<file path="src/rtl/alu_issue_ctrl_if.sv">
// Handshake and ALU-side signal bundle for the ALU issue controller.
// slave = controller view, master = requester/response-consumer/ALU view.
interface alu_issue_ctrl_if #(
  parameter int unsigned DATA_WIDTH = 32
);
  logic                  valid_i;
  logic                  ready_o;
  logic [6:0]            opcode_i;
  logic [2:0]            funct3_i;
  logic [6:0]            funct7_i;
  logic [DATA_WIDTH-1:0] rs1_data_i;
  logic [DATA_WIDTH-1:0] rs2_data_i;
  logic [DATA_WIDTH-1:0] imm_i;
  logic [3:0]            ALU_Operation_o;
  logic [DATA_WIDTH-1:0] A_o;
  logic [DATA_WIDTH-1:0] B_o;
  logic [DATA_WIDTH-1:0] ALU_Result_i;
  logic                  Zero_i;
  logic                  resp_valid_o;
  logic                  resp_ready_i;
  logic [DATA_WIDTH-1:0] result_o;
  logic                  zero_o;
  logic                  illegal_o;

  modport slave (
    input  valid_i, opcode_i, funct3_i, funct7_i, rs1_data_i, rs2_data_i, imm_i,
    input  ALU_Result_i, Zero_i, resp_ready_i,
    output ready_o, ALU_Operation_o, A_o, B_o, resp_valid_o, result_o, zero_o, illegal_o
  );

  modport master (
    output valid_i, opcode_i, funct3_i, funct7_i, rs1_data_i, rs2_data_i, imm_i,
    output ALU_Result_i, Zero_i, resp_ready_i,
    input  ready_o, ALU_Operation_o, A_o, B_o, resp_valid_o, result_o, zero_o, illegal_o
  );
endinterface

</file>
<file path="src/rtl/alu_issue_ctrl.sv">
// Multi-cycle issue controller: decodes a request into ALU op/operands,
// lets the ALU evaluate for one cycle, then returns the captured result.
module alu_issue_ctrl #(
  parameter int unsigned DATA_WIDTH = 32
) (
  input  logic             clk,
  input  logic             reset,
  alu_issue_ctrl_if.slave  bus
);

  localparam logic [6:0] OPC_RTYPE = 7'b0110011;
  localparam logic [6:0] OPC_ITYPE = 7'b0010011;
  localparam logic [6:0] OPC_LUI   = 7'b0110111;
  localparam logic [2:0] F3_ADD    = 3'b000;
  localparam logic [2:0] F3_OR     = 3'b110;
  localparam logic [6:0] F7_BASE   = 7'b0000000;
  localparam logic [3:0] ALU_ADD   = 4'b0000;
  localparam logic [3:0] ALU_OR    = 4'b0001;

  typedef enum logic [1:0] {
    IDLE = 2'd0,
    EXEC = 2'd1,
    RESP = 2'd2
  } state_t;

  state_t                state;
  logic                  dec_legal;
  logic [3:0]            dec_op;
  logic [DATA_WIDTH-1:0] dec_a;
  logic [DATA_WIDTH-1:0] dec_b;

  // Request decode into ALU operation and operand selection.
  always_comb begin
    dec_legal = 1'b0;
    dec_op    = ALU_ADD;
    dec_a     = bus.rs1_data_i;
    dec_b     = bus.rs2_data_i;
    unique case (bus.opcode_i)
      OPC_RTYPE: begin
        if (bus.funct7_i == F7_BASE && bus.funct3_i == F3_ADD) begin
          dec_legal = 1'b1;
        end else if (bus.funct7_i == F7_BASE && bus.funct3_i == F3_OR) begin
          dec_legal = 1'b1;
          dec_op    = ALU_OR;
        end
      end
      OPC_ITYPE: begin
        dec_b = bus.imm_i;
        if (bus.funct3_i == F3_ADD) begin
          dec_legal = 1'b1;
        end else if (bus.funct3_i == F3_OR) begin
          dec_legal = 1'b1;
          dec_op    = ALU_OR;
        end
      end
      OPC_LUI: begin
        dec_legal = 1'b1;
        dec_a     = '0;
        dec_b     = bus.imm_i;
      end
      default: dec_legal = 1'b0;
    endcase
  end

  // Issue FSM with registered ALU drive and response capture.
  always_ff @(posedge clk or posedge reset) begin
    if (reset) begin
      state               <= IDLE;
      bus.ALU_Operation_o <= ALU_ADD;
      bus.A_o             <= '0;
      bus.B_o             <= '0;
      bus.result_o        <= '0;
      bus.zero_o          <= 1'b0;
      bus.illegal_o       <= 1'b0;
    end else begin
      unique case (state)
        IDLE: begin
          if (bus.valid_i) begin
            if (dec_legal) begin
              bus.ALU_Operation_o <= dec_op;
              bus.A_o             <= dec_a;
              bus.B_o             <= dec_b;
              state               <= EXEC;
            end else begin
              // Illegal requests skip the ALU and answer immediately.
              bus.result_o  <= '0;
              bus.zero_o    <= 1'b0;
              bus.illegal_o <= 1'b1;
              state         <= RESP;
            end
          end
        end
        EXEC: begin
          bus.result_o  <= bus.ALU_Result_i;
          bus.zero_o    <= bus.Zero_i;
          bus.illegal_o <= 1'b0;
          state         <= RESP;
        end
        RESP: begin
          if (bus.resp_ready_i) begin
            state <= IDLE;
          end
        end
        default: state <= IDLE;
      endcase
    end
  end

  assign bus.ready_o      = (state == IDLE) && !reset;
  assign bus.resp_valid_o = (state == RESP);

endmodule

</file>
<file path="src/flat_wrapper.sv">
// flat-port wrapper written by rule: the top's interface ports become plain ports
module alu_issue_ctrl_flat 
#(
  parameter int unsigned DATA_WIDTH = 32
)
  (clk, reset, bus_valid_i, bus_opcode_i, bus_funct3_i, bus_funct7_i, bus_rs1_data_i, bus_rs2_data_i, bus_imm_i, bus_ALU_Result_i, bus_Zero_i, bus_resp_ready_i, bus_ready_o, bus_ALU_Operation_o, bus_A_o, bus_B_o, bus_resp_valid_o, bus_result_o, bus_zero_o, bus_illegal_o);
  alu_issue_ctrl_if #(.DATA_WIDTH(DATA_WIDTH)) bus_i ();
  input  logic clk;
  input  logic reset;
  input wire logic [$bits(bus_i.valid_i)-1:0] bus_valid_i;
  input wire logic [$bits(bus_i.opcode_i)-1:0] bus_opcode_i;
  input wire logic [$bits(bus_i.funct3_i)-1:0] bus_funct3_i;
  input wire logic [$bits(bus_i.funct7_i)-1:0] bus_funct7_i;
  input wire logic [$bits(bus_i.rs1_data_i)-1:0] bus_rs1_data_i;
  input wire logic [$bits(bus_i.rs2_data_i)-1:0] bus_rs2_data_i;
  input wire logic [$bits(bus_i.imm_i)-1:0] bus_imm_i;
  input wire logic [$bits(bus_i.ALU_Result_i)-1:0] bus_ALU_Result_i;
  input wire logic [$bits(bus_i.Zero_i)-1:0] bus_Zero_i;
  input wire logic [$bits(bus_i.resp_ready_i)-1:0] bus_resp_ready_i;
  output wire logic [$bits(bus_i.ready_o)-1:0] bus_ready_o;
  output wire logic [$bits(bus_i.ALU_Operation_o)-1:0] bus_ALU_Operation_o;
  output wire logic [$bits(bus_i.A_o)-1:0] bus_A_o;
  output wire logic [$bits(bus_i.B_o)-1:0] bus_B_o;
  output wire logic [$bits(bus_i.resp_valid_o)-1:0] bus_resp_valid_o;
  output wire logic [$bits(bus_i.result_o)-1:0] bus_result_o;
  output wire logic [$bits(bus_i.zero_o)-1:0] bus_zero_o;
  output wire logic [$bits(bus_i.illegal_o)-1:0] bus_illegal_o;
  assign bus_i.valid_i = bus_valid_i;
  assign bus_i.opcode_i = bus_opcode_i;
  assign bus_i.funct3_i = bus_funct3_i;
  assign bus_i.funct7_i = bus_funct7_i;
  assign bus_i.rs1_data_i = bus_rs1_data_i;
  assign bus_i.rs2_data_i = bus_rs2_data_i;
  assign bus_i.imm_i = bus_imm_i;
  assign bus_i.ALU_Result_i = bus_ALU_Result_i;
  assign bus_i.Zero_i = bus_Zero_i;
  assign bus_i.resp_ready_i = bus_resp_ready_i;
  assign bus_ready_o = bus_i.ready_o;
  assign bus_ALU_Operation_o = bus_i.ALU_Operation_o;
  assign bus_A_o = bus_i.A_o;
  assign bus_B_o = bus_i.B_o;
  assign bus_resp_valid_o = bus_i.resp_valid_o;
  assign bus_result_o = bus_i.result_o;
  assign bus_zero_o = bus_i.zero_o;
  assign bus_illegal_o = bus_i.illegal_o;
  alu_issue_ctrl #(.DATA_WIDTH(DATA_WIDTH)) u_core (.clk(clk), .reset(reset), .bus(bus_i));
endmodule
</file>
<file path="config.mk">
export PLATFORM = sky130hd
export DESIGN_NAME = alu_issue_ctrl_flat
export DESIGN_NICKNAME = d
export VERILOG_FILES = /design/src/rtl/alu_issue_ctrl_if.sv /design/src/rtl/alu_issue_ctrl.sv /design/src/flat_wrapper.sv
export SDC_FILE = /design/constraint.sdc
export NUM_CORES = 1
export LEC_CHECK = 0
export ABC_CLOCK_PERIOD_IN_PS = 3400
export BUFFER_PORTS_ARGS = -buffer_cell sky130_fd_sc_hd__clkbuf_2
export CAP_MARGIN = 30
export CORE_MARGIN = 4
export CORE_UTILIZATION = 46
export CTS_BUF_LIST = sky130_fd_sc_hd__clkbuf_4 sky130_fd_sc_hd__clkbuf_8
export DETAILED_ROUTE_END_ITERATION = 10
export GPL_TIMING_DRIVEN = 0
export HOLD_SLACK_MARGIN = 0.06
export PLACE_DENSITY = 0.87
export SYNTH_ARGS = -nofsm -noshare
export SYNTH_HDL_FRONTEND = slang
export SYNTH_SLANG_ARGS = --single-unit
</file>
<file path="constraint.sdc">
create_clock -name clk -period 3.4 [get_ports clk]
set_clock_uncertainty 0.2 [all_clocks]
set_input_delay 0.34 -clock clk [delete_from_list [all_inputs] [get_ports clk]]
set_output_delay 0.34 -clock clk [all_outputs]
set_load 0.01 [all_outputs]
</file>
==> results of run 1 <==
final timing paths:
path | end | slack (ns) | depth (start not counted)
setup / recovery | u_core.bus.B_o[15] | 1.07 | 6
hold / removal | u_core.bus.B_o[16] | 0.15 | 3
setup reg to reg | u_core.bus.B_o[15] | 1.07 | 6
hold reg to reg | u_core.bus.illegal_o | 0.31 | 1
max in group asynchronous | u_core.bus.B_o[26] | 1.80 | 4
min in group asynchronous | u_core.bus.result_o[23] | 0.50 | 3
report_power, final:
group	total, uW	internal (uW)	leakage [uW]	switching (uW)
Sequential	1270	1240	0.00139	27.2
Clock	686	270	0.0000836	416
Combinational	372	213	0.00208	159
Total	2330	1730	0.00355	602
flip-flops by register name (all words and copies together) (netlist names):
signal / flops
u_core.bus.illegal_o: 1
u_core.bus.ALU_Operation_o: 1
u_core.state: 2
u_core.bus.B_o: 32
u_core.bus.result_o: 32
u_core.bus.zero_o: 1
u_core.bus.A_o: 32
area by class of cell:
class | count | area share (%)
buffer | 28 | 2.87
clock buffer | 9 | 1.84
inverter | 2 | 0.148
sequential | 101 | 37.5
clock inverter | 6 | 0.723
antenna | 1 | 0.0371
timing repair buffer | 319 | 28.9
tap | 129 | 2.39
multi-input combinational | 231 | 25.7
kinds of logic after synthesis:
| kind of cell | synth area share (%) |
|---|---|
| buffers and inverters | 4.52 |
| XOR/XNOR | 0.393 |
| flip-flops | 56.8 |
| AO/OA/AOI/OAI | 11.8 |
| other | 0.0842 |
| AND/OR/NAND/NOR | 8.63 |
| multiplexers | 17.8 |
worst reg2reg max path, delay by kind of cell, from the launching register on:
kind / cells / cell delay (ns)
AND/OR/NAND/NOR: 2 / 0.74
flip-flops: 1 / 0.43
buffers and inverters: 2 / 0.31
multiplexers: 1 / 0.33
AO/OA/AOI/OAI: 1 / 0.20
per-stage QoR:
step           TNS (ns)  utilization, %  area (sq um)  setup slack [ns]  cells
6_report              0            72.3          6750              1.07    826
5_1_grt               0            72.3          6740             0.965    825
4_1_cts               0            72.3          6740              1.05    825
3_5_place_dp          0            63.3          5900             0.678    743
3_3_place_gp     -77.75            63.0          5870            -0.775    741
2_1_floorplan         0               -          4460             0.213    362
routing by layer:
layer	up-vias	track usage [%]	share of wire, %
li1	1917	-	-
met1	2024	29.5	37
met2	234	45.6	52
met3	40	6.74	7.8
met4	0	10.5	2.8
met5	-	0	0
synth_stat cells (all sizes together):
cell	count	share of area (%)
nor4	1	0.14
nor2	3	0.25
xor2	2	0.39
a21bo	1	0.22
nand2b	2	0.28
conb	1	0.084
or3b	1	0.20
o22ai	1	0.28
nand3	1	0.11
or4	2	0.34
o21a	1	0.17
dfrtp	101	57
clkbuf	12	1.1
nand2	68	5.7
a31o	1	0.20
and3	1	0.17
a211o	1	0.20
o21ai	35	3.9
mux2	64	18
a32oi	1	0.20
a31oi	1	0.14
buf	16	3.3
nand4b	1	0.20
nor2b	2	0.28
inv	2	0.17
nor3	5	0.93
a311oi	1	0.20
a22o	32	6.3
layout by cell type (no fill, tap or decap), drive strengths merged:
cell / count
a211o: 1
a21bo: 1
a22o: 32
a311oi: 1
a31o: 1
a31oi: 1
a32oi: 1
and3: 1
buf: 18
clkbuf: 271
clkinv: 2
clkinvlp: 2
conb: 3
dfrtp: 101
diode: 1
dlygate4sd3: 67
inv: 4
mux2: 64
nand2: 68
nand2b: 2
nand3: 1
nand4b: 1
nor2: 3
nor2b: 2
nor3: 5
nor4: 1
o21a: 1
o21ai: 35
o22ai: 1
or3b: 1
or4: 2
xor2: 2
repair_timing:
item | 4_1_cts | 5_1_grt
hold buffers | 67 | 0
setup buffers | 0 | 0
hold endpoints to repair | 123 | 0
gates resized for setup | 0 | 0
==> impl_metrics.csv, run 1 <==
group,metric,value,unit
yosys,yosysUniqueCellTypes,36,
sta,finalMaxSlewViolations,0,
cts,max-clock-path-buffers,2,
cts,cts_buffers,9,
critical_path,crit_family,"simple AND/OR/NAND/NOR gates",
routing,firstDrtPassIters,5,
sta,max_freq,429,MHz
routing,drt-total-wl,14.6,mm
sta,slew_headroom,52.3,%
critical_path,worstSetupPathType,"reg -> reg",
grt,grt_max_degree,59,
yosys,ys.warnings.count,0,
sta,fin_crit_sh,68.6,%
yosys,synth-seq-cells,101,
min_path,hold_path.startpoint,"bus_imm_i[16]",
cts,htree_levels,3,
placement,io_buffer_count,250,
floorplan,die_area,0.0113,sq mm
critical_path,crit_path_max_fanout,10,
yosys,synth_cells,360,
grt,antenna_found_initial,0,
grt,grt_use_total,25.7,%
critical_path,cp-start-kind,"flip-flop",
grt,grt_pass1_wl,23.0,mm
cts,cts-root-buf,"clkbuf_8",
grt,grt_pass1_vias,4615,
power_and_ir_drop,vdd_drop_max,0.257,mV
routing,wl_per_cell,17.7,um
routing,vias_per_cell,5.10,
sta,holdWs,0.150,ns
critical_path,critPathBufInv,2,
status,status,"finished clean",
cts,clk_pin_slew_worst_paths,0.10,ns
yosys,post_synth.cell_area_avg,12.4,sq um
sta,worst_slew_pin_slew,0.715,ns
yosys,yosysSeqAreaShare,56.8,%
power_and_ir_drop,power.leakage,0.00355,uW
floorplan,core-area,0.00933,sq mm
critical_path,cp.arrival,2.36,ns
cells_and_area,seqCellArea,0.00253,sq mm
critical_path,crit_slowest_cell,"or3b_2",
cells_and_area,multi_input_area,0.00173,sq mm
cells_and_area,drive_gt1_share,50.4,%
sta,min_period,2.33,ns
sta,setup_viol,0,
placement,hpwl,9.62,mm
floorplan,die_w,106,um
job,cap_violations,0,
cells_and_area,fill_cells,625,
yosys,syn-cell-area,0.00445,sq mm
cts,clk_latency,0.34,ns
floorplan,row_count,35,
critical_path,crit_chain,"or3b_2 -> nor3_4 -> a31o_1 -> buf_6 -> buf_12 -> mux2_2",
critical_path,cp.required,3.43,ns
cts,cts.sinks,101,
critical_path,crit_path_max_incr_delay,0.55,ns
routing,drcViolationCount,0,
power_and_ir_drop,power_density,345,mW/mm^2
routing,drt_iter0_markers,193,
routing,vias,4215,
cells_and_area,layout.nets,842,
sta,hold_viol,0,
power_and_ir_drop,total_power,2330,uW
grt,overflow,0,
critical_path,startpoint,"u_core.state[0]",
sta,rsz0062_at_grt,"no",
floorplan,die_h,106,um
routing,drt.antenna.violating_nets,0,
floorplan,pin_count,254,
critical_path,timing.rr.start,"u_core.state[0]",
critical_path,cp-end-kind,"flip-flop",
cts,cts_tree,"yes",
floorplan,start_util,47.7,%
placement,place_congestion,0.780,
min_path,hp-class,"in -> reg",
cells_and_area,area_delta_synth_final,51.5,%
No activity file was read; power rests on OpenSTA's default activity.
==> run 2: changes to the inputs <==
--- a/config.mk
+++ b/config.mk
@@ -5,16 +5,16 @@
 export SDC_FILE = /design/constraint.sdc
 export NUM_CORES = 1
 export LEC_CHECK = 0
-export ABC_CLOCK_PERIOD_IN_PS = 3400
+export ABC_CLOCK_PERIOD_IN_PS = 1900
 export BUFFER_PORTS_ARGS = -buffer_cell sky130_fd_sc_hd__clkbuf_2
 export CAP_MARGIN = 30
 export CORE_MARGIN = 4
-export CORE_UTILIZATION = 46
+export CORE_UTILIZATION = 41
 export CTS_BUF_LIST = sky130_fd_sc_hd__clkbuf_4 sky130_fd_sc_hd__clkbuf_8
 export DETAILED_ROUTE_END_ITERATION = 10
 export GPL_TIMING_DRIVEN = 0
 export HOLD_SLACK_MARGIN = 0.06
-export PLACE_DENSITY = 0.87
+export PLACE_DENSITY = 0.82
 export SYNTH_ARGS = -nofsm -noshare
 export SYNTH_HDL_FRONTEND = slang
 export SYNTH_SLANG_ARGS = --single-unit
==> constraint.sdc (replaced) <==
create_clock -name clk -period 1.9 [get_ports clk]
set_clock_uncertainty 0.2 [all_clocks]
set_input_delay 0.19 -clock clk [delete_from_list [all_inputs] [get_ports clk]]
set_output_delay 0.19 -clock clk [all_outputs]
set_load 0.01 [all_outputs]
==> impl_metrics.csv, run 2 (synthesis gave the netlist of run 1 again) <==
group,metric,value,unit
power_and_ir_drop,combPwrFrac,18.9,%
cts,clk_pin_slew_worst_paths,0.10,ns
critical_path,cp-end-kind,"flip-flop",
power_and_ir_drop,p_int,3260,uW
power_and_ir_drop,seqPwrFrac,51.2,%
sta,slew_headroom,57.4,%
cts,max-clock-path-buffers,2,
floorplan,pin_count,254,
sta,setup_viol,64,
power_and_ir_drop,vdd_drop_max,0.357,mV
sta,finalMaxSlewViolations,0,
floorplan,row_count,37,
critical_path,cp.arrival,2.16,ns
power_and_ir_drop,power_density,579,mW/mm^2
power_and_ir_drop,power_switching,1180,uW
job,cap_violations,0,
grt,grt_max_degree,43,
cells_and_area,layout.nets,917,
routing,firstDrtPassIters,4,
power_and_ir_drop,power.leakage,0.00396,uW
routing,wl_per_cell,18.3,um
critical_path,cp.required,1.94,ns
grt,grt_pass1_wl,26.2,mm
routing,vias,4598,
cells_and_area,fill_cells,677,
cts,cts_tree,"yes",
cells_and_area,layout_common_cells,"clkbuf_2, dlygate4sd3_1, dfrtp_1",
sta,max_freq,472,MHz
cts,cts_buffers,9,
sta,min_period,2.12,ns
floorplan,die_w,112,um
critical_path,crit_path_max_fanout,8,
cts,htree_levels,3,
cells_and_area,mostFrequentLayoutCell,"clkbuf_2",
cts,cts-root-buf,"clkbuf_8",
cts,clk_latency,0.35,ns
routing,drt_iter0_markers,333,
power_and_ir_drop,clockPowerShare,29.9,%
grt,overflow,0,
cells_and_area,reg_top3,"u_core.bus.A_o: 32 flops, u_core.bus.B_o: 32 flops, u_core.bus.result_o: 32 flops",
critical_path,worstSetupPathType,"reg -> reg",
placement,place_congestion,0.872,
grt,antenna_found_initial,0,
power_and_ir_drop,sw_frac_of_total,26.6,%
sta,setup_ws,-0.218,ns
cells_and_area,fin_area,0.00767,sq mm
routing,vias_per_cell,5.06,
status,status,"finished with violations",
critical_path,cp-start-kind,"flip-flop",
floorplan,core-area,0.0105,sq mm
cells_and_area,num_antenna_cells,0,
cells_and_area,drive_gt1_share,48.8,%
min_path,hp-class,"in -> reg",
sta,fin_crit_sh,111,%
placement,io_buffer_count,250,
grt,grt_pass1_vias,5102,
sta,hold_viol,0,
placement,placed_cell_area,0.00593,sq mm
sta,rsz0062_at_grt,"yes",
floorplan,die_h,112,um
placement,hpwl,9.59,mm
sta,holdWs,0.145,ns
status,failed_checks,"setup timing",
sta,worst_slew_pin_slew,0.638,ns
cts,cts.sinks,101,
floorplan,start_util,42.6,%
routing,drcViolationCount,0,
floorplan,die_area,0.0126,sq mm
routing,drt.antenna.violating_nets,0,
routing,drt-total-wl,16.6,mm
cells_and_area,area_delta_synth_final,72.2,%
grt,grt_use_total,26.2,%
-- run 2: timing repair --
item                       CTS  global route
setup endpoints to repair   63            95
setup buffers                6             3
gates cloned                 3             0
gates resized for setup     32            15
hold endpoints to repair   122             0
hold buffers               131             0
pin swaps                   30             2
-- run 2: worst paths after layout --
kind,from,slack (ns),cells after the start,endpoint
max in group asynchronous,reset,0.60,4,u_core.bus.A_o[28]
min,bus_funct3_i[1],0.14,4,u_core.bus.ALU_Operation_o[0]
min reg2reg,u_core.bus.B_o[30],0.32,1,u_core.bus.B_o[30]
min in group asynchronous,reset,0.29,3,u_core.bus.result_o[3]
max reg2reg,u_core.state[1],-0.22,7,u_core.bus.A_o[31]
max,u_core.state[1],-0.22,7,u_core.bus.A_o[31]
-- run 2: critical path, stage by stage (launching register included) --
cell and delay (ns):
dfrtp_1 0.41, or3b_4 0.42, nor3_4 0.15, buf_4 0.16, buf_6 0.10, nand3_4 0.15, buf_4 0.20, a22o_1 0.23
-- run 2: routing by layer --
metal  GRT usage, %  wire length (um)  share of wire (%)
met5              0                 0                  0
met1           29.3              6110                 37
met2           46.8              8670                 52
met4           13.8               808                4.9
met3           5.34              1010                6.1
-- run 2: stage by stage --
step / TNS [ns] / std cells / util [%] / total power (uW) / setup slack, ns
finish: -11.29 / 908 / 73.3 / 4440 / -0.218
global route: -16.21 / 908 / 73.3 / 4620 / -0.291
CTS: -9.06 / 906 / 72.8 / 4440 / -0.211
detailed placement: -34.79 / 751 / 56.7 / 2870 / -0.641
global placement: -75.18 / 748 / 56.3 / 2840 / -0.597
floorplan: -3.70 / 362 / - / 2560 / -0.131
-- run 2: final cells by class --
cell class,instances,area (sq um),share of cell area (%)
clock inverters,6,56.3,0.734
flip-flops and latches,101,2530,33.0
multi-input cells,231,1810,23.6
inverters,2,11.3,0.147
well taps,136,170,2.22
plain buffers,26,230,3.00
repair buffers,396,2720,35.5
clock buffers,10,138,1.80
-- run 2: power by group through the flow --
| stage | logic, uW | clock network [uW] | registers, uW |
|---|---|---|---|
| after detailed placement | 557 | 0 | 2310 |
| final | 839 | 1330 | 2270 |
| after global routing | 903 | 1440 | 2280 |
| after CTS | 805 | 1360 | 2270 |
| after global placement | 531 | 0 | 2310 |
| after floorplan | 216 | 0 | 2340 |
==> run 3: changes to the inputs <==
==> constraint.sdc (replaced) <==
create_clock -name clk -period 1.9 [get_ports clk]
set_clock_uncertainty 0.2 [all_clocks]
set_input_delay 0.285 -clock clk [delete_from_list [all_inputs] [get_ports clk]]
set_output_delay 0.285 -clock clk [all_outputs]
set_load 0.01 [all_outputs]
==> impl_metrics.csv, run 3 (synthesis gave the netlist of run 1 again) <==
group,metric,value,unit
cts,htree_levels,3,
sta,fin_crit_sh,112,%
min_path,hold_path.startpoint,"bus_imm_i[8]",
cells_and_area,num_antenna_cells,0,
routing,vias,4134,
power_and_ir_drop,power.leakage,0.00367,uW
cts,clk_pin_slew_worst_paths,0.10,ns
critical_path,cp-end-kind,"flip-flop",
grt,overflow,0,
sta,rsz0062_at_grt,"yes",
power_and_ir_drop,power_density,625,mW/mm^2
floorplan,start_util,42.6,%
min_path,min_path_cells,3,
cells_and_area,fin_area,0.00703,sq mm
critical_path,r2r_cells,6,
power_and_ir_drop,p_int,3320,uW
cells_and_area,layout_common_cells,"clkbuf_2, dfrtp_1, nand2_1, dlygate4sd3_1, o21ai_0",
cells_and_area,area_delta_synth_final,57.8,%
power_and_ir_drop,clockPowerShare,32.3,%
floorplan,core-area,0.0105,sq mm
sta,max_freq,471,MHz
cells_and_area,reg_top3,"u_core.bus.A_o: 32 flops, u_core.bus.B_o: 32 flops, u_core.bus.result_o: 32 flops",
job,cap_violations,0,
power_and_ir_drop,combPwrFrac,16.0,%
power_and_ir_drop,seqPwrFrac,51.7,%
cells_and_area,multi_input_area,0.00181,sq mm
floorplan,die_h,112,um
critical_path,cp-start-kind,"flip-flop",
grt,grt_pass1_vias,4622,
sta,min_period,2.12,ns
min_path,holdPathEnd,"u_core.bus.B_o[8]",
power_and_ir_drop,power_switching,1070,uW
placement,place_congestion,0.872,
cells_and_area,drive_gt1_share,52.6,%
cts,cts_buffers,9,
critical_path,worstSetupPathType,"reg -> reg",
routing,wl_per_cell,17.0,um
critical_path,crit_path_max_fanout,10,
sta,setup_ws,-0.224,ns
routing,firstDrtPassIters,4,
cells_and_area,seqCellArea,0.00253,sq mm
placement,io_buffer_count,250,
critical_path,r2r_setup_slack,-0.22,ns
sta,finalMaxSlewViolations,0,
placement,hpwl,10.1,mm
grt,grt_use_total,22.3,%
routing,drt.antenna.violating_nets,0,
routing,vias_per_cell,4.92,
status,failed_checks,"setup timing",
critical_path,cp.required,1.93,ns
sta,tns,-12.14,ns
placement,placed_cell_area,0.00596,sq mm
cts,cts-root-buf,"clkbuf_8",
sta,hold_viol,0,
routing,drcViolationCount,0,
critical_path,timing.rr.start,"u_core.state[0]",
routing,drt_iter0_markers,264,
power_and_ir_drop,sw_frac_of_total,24.5,%
cts,clk_latency,0.35,ns
grt,grt_pass1_wl,22.9,mm
power_and_ir_drop,vdd_drop_max,0.513,mV
cts,max-clock-path-buffers,2,
routing,drt-total-wl,14.3,mm
cts,cts.sinks,101,
grt,grt_max_degree,45,
critical_path,crit_slowest_cell,"or3b_4",
cells_and_area,mostFrequentLayoutCell,"clkbuf_2",
grt,antenna_found_initial,0,
floorplan,row_count,37,
cells_and_area,fill_cells,742,
sta,setup_viol,64,
critical_path,crit_path_max_incr_delay,0.43,ns
floorplan,die_area,0.0126,sq mm
cells_and_area,layout.nets,851,
status,status,"finished with violations",
critical_path,cp.arrival,2.15,ns
floorplan,pin_count,254,
critical_path,crit_chain,"or3b_4 -> nor3_4 -> a31o_1 -> buf_6 -> buf_12 -> mux2_4",
cts,cts_tree,"yes",
critical_path,reg2reg_to,"u_core.bus.B_o[4]",
min_path,hp-class,"in -> reg",
floorplan,die_w,112,um
run 3: how the worst max path moves through the flow:
| stage | end | depth (start not counted) | startpoint | slack, ns |
|---|---|---|---|---|
| 2_1_floorplan | u_core.bus.B_o[11] | 5 | bus_opcode_i[3] | -0.17 |
| 5_1_grt | u_core.bus.B_o[4] | 6 | bus_opcode_i[3] | -0.31 |
| 6_report | u_core.bus.B_o[4] | 6 | u_core.state[0] | -0.22 |
| 4_1_cts | u_core.bus.B_o[4] | 6 | u_core.state[0] | -0.24 |
| 3_5_place_dp | u_core.bus.B_o[26] | 6 | bus_opcode_i[3] | -0.63 |
| 3_3_place_gp | u_core.bus.result_o[29] | 6 | bus_opcode_i[0] | -0.60 |
run 3: routing by layer:
layer	vias up	track usage [%]	share of wire (%)
met1	1996	24.6	37
met2	183	42.8	54
met5	-	0	0
met4	0	5.69	1.6
li1	1938	-	-
met3	17	5.12	6.7
run 3: what timing repair did:
action | 4_1_cts | 5_1_grt
hold endpoints to repair | 82 | 0
pin swaps | 2 | 20
resized for setup | 26 | 14
gates cloned | 2 | 0
hold buffers | 68 | 0
setup endpoints to repair | 65 | 96
setup buffers | 5 | 1
run 3: critical path, delay by kind of cell (launching register included):
kind	cells	cell delay (ns)
buffers and inverters	2	0.30
AO/OA/AOI/OAI	1	0.20
multiplexers	1	0.30
flip-flops	1	0.42
AND/OR/NAND/NOR	2	0.58
run 3: per-stage QoR:
step	cells	utilization [%]	hold slack (ns)	setup WS [ns]	power, uW
after floorplan	362	-	0.202	-0.172	2560
after global placement	748	56.5	0.289	-0.604	2840
after detailed placement	751	56.9	0.134	-0.634	2870
after CTS	840	66.8	0.0604	-0.239	4420
after global routing	841	67.1	0.0657	-0.309	4580
final	841	67.1	0.0789	-0.224	4390
run 3: power groups by stage:
stage                     combinational [uW]  sequential [uW]  clock [uW]
after detailed placement                 562             2310           0
final                                    700             2270        1420
after global routing                     764             2280        1540
after floorplan                          220             2340           0
after CTS                                696             2270        1450
after global placement                   532             2310           0
run 3: cell type report:
class	instances	area share, %
Multi-Input combinational cell	231	25.8
Inverter	2	0.160
Sequential cell	101	36.0
Buffer	27	3.44
Timing Repair Buffer	329	29.3
Clock inverter	4	0.784
Tap cell	136	2.42
Clock buffer	11	2.15
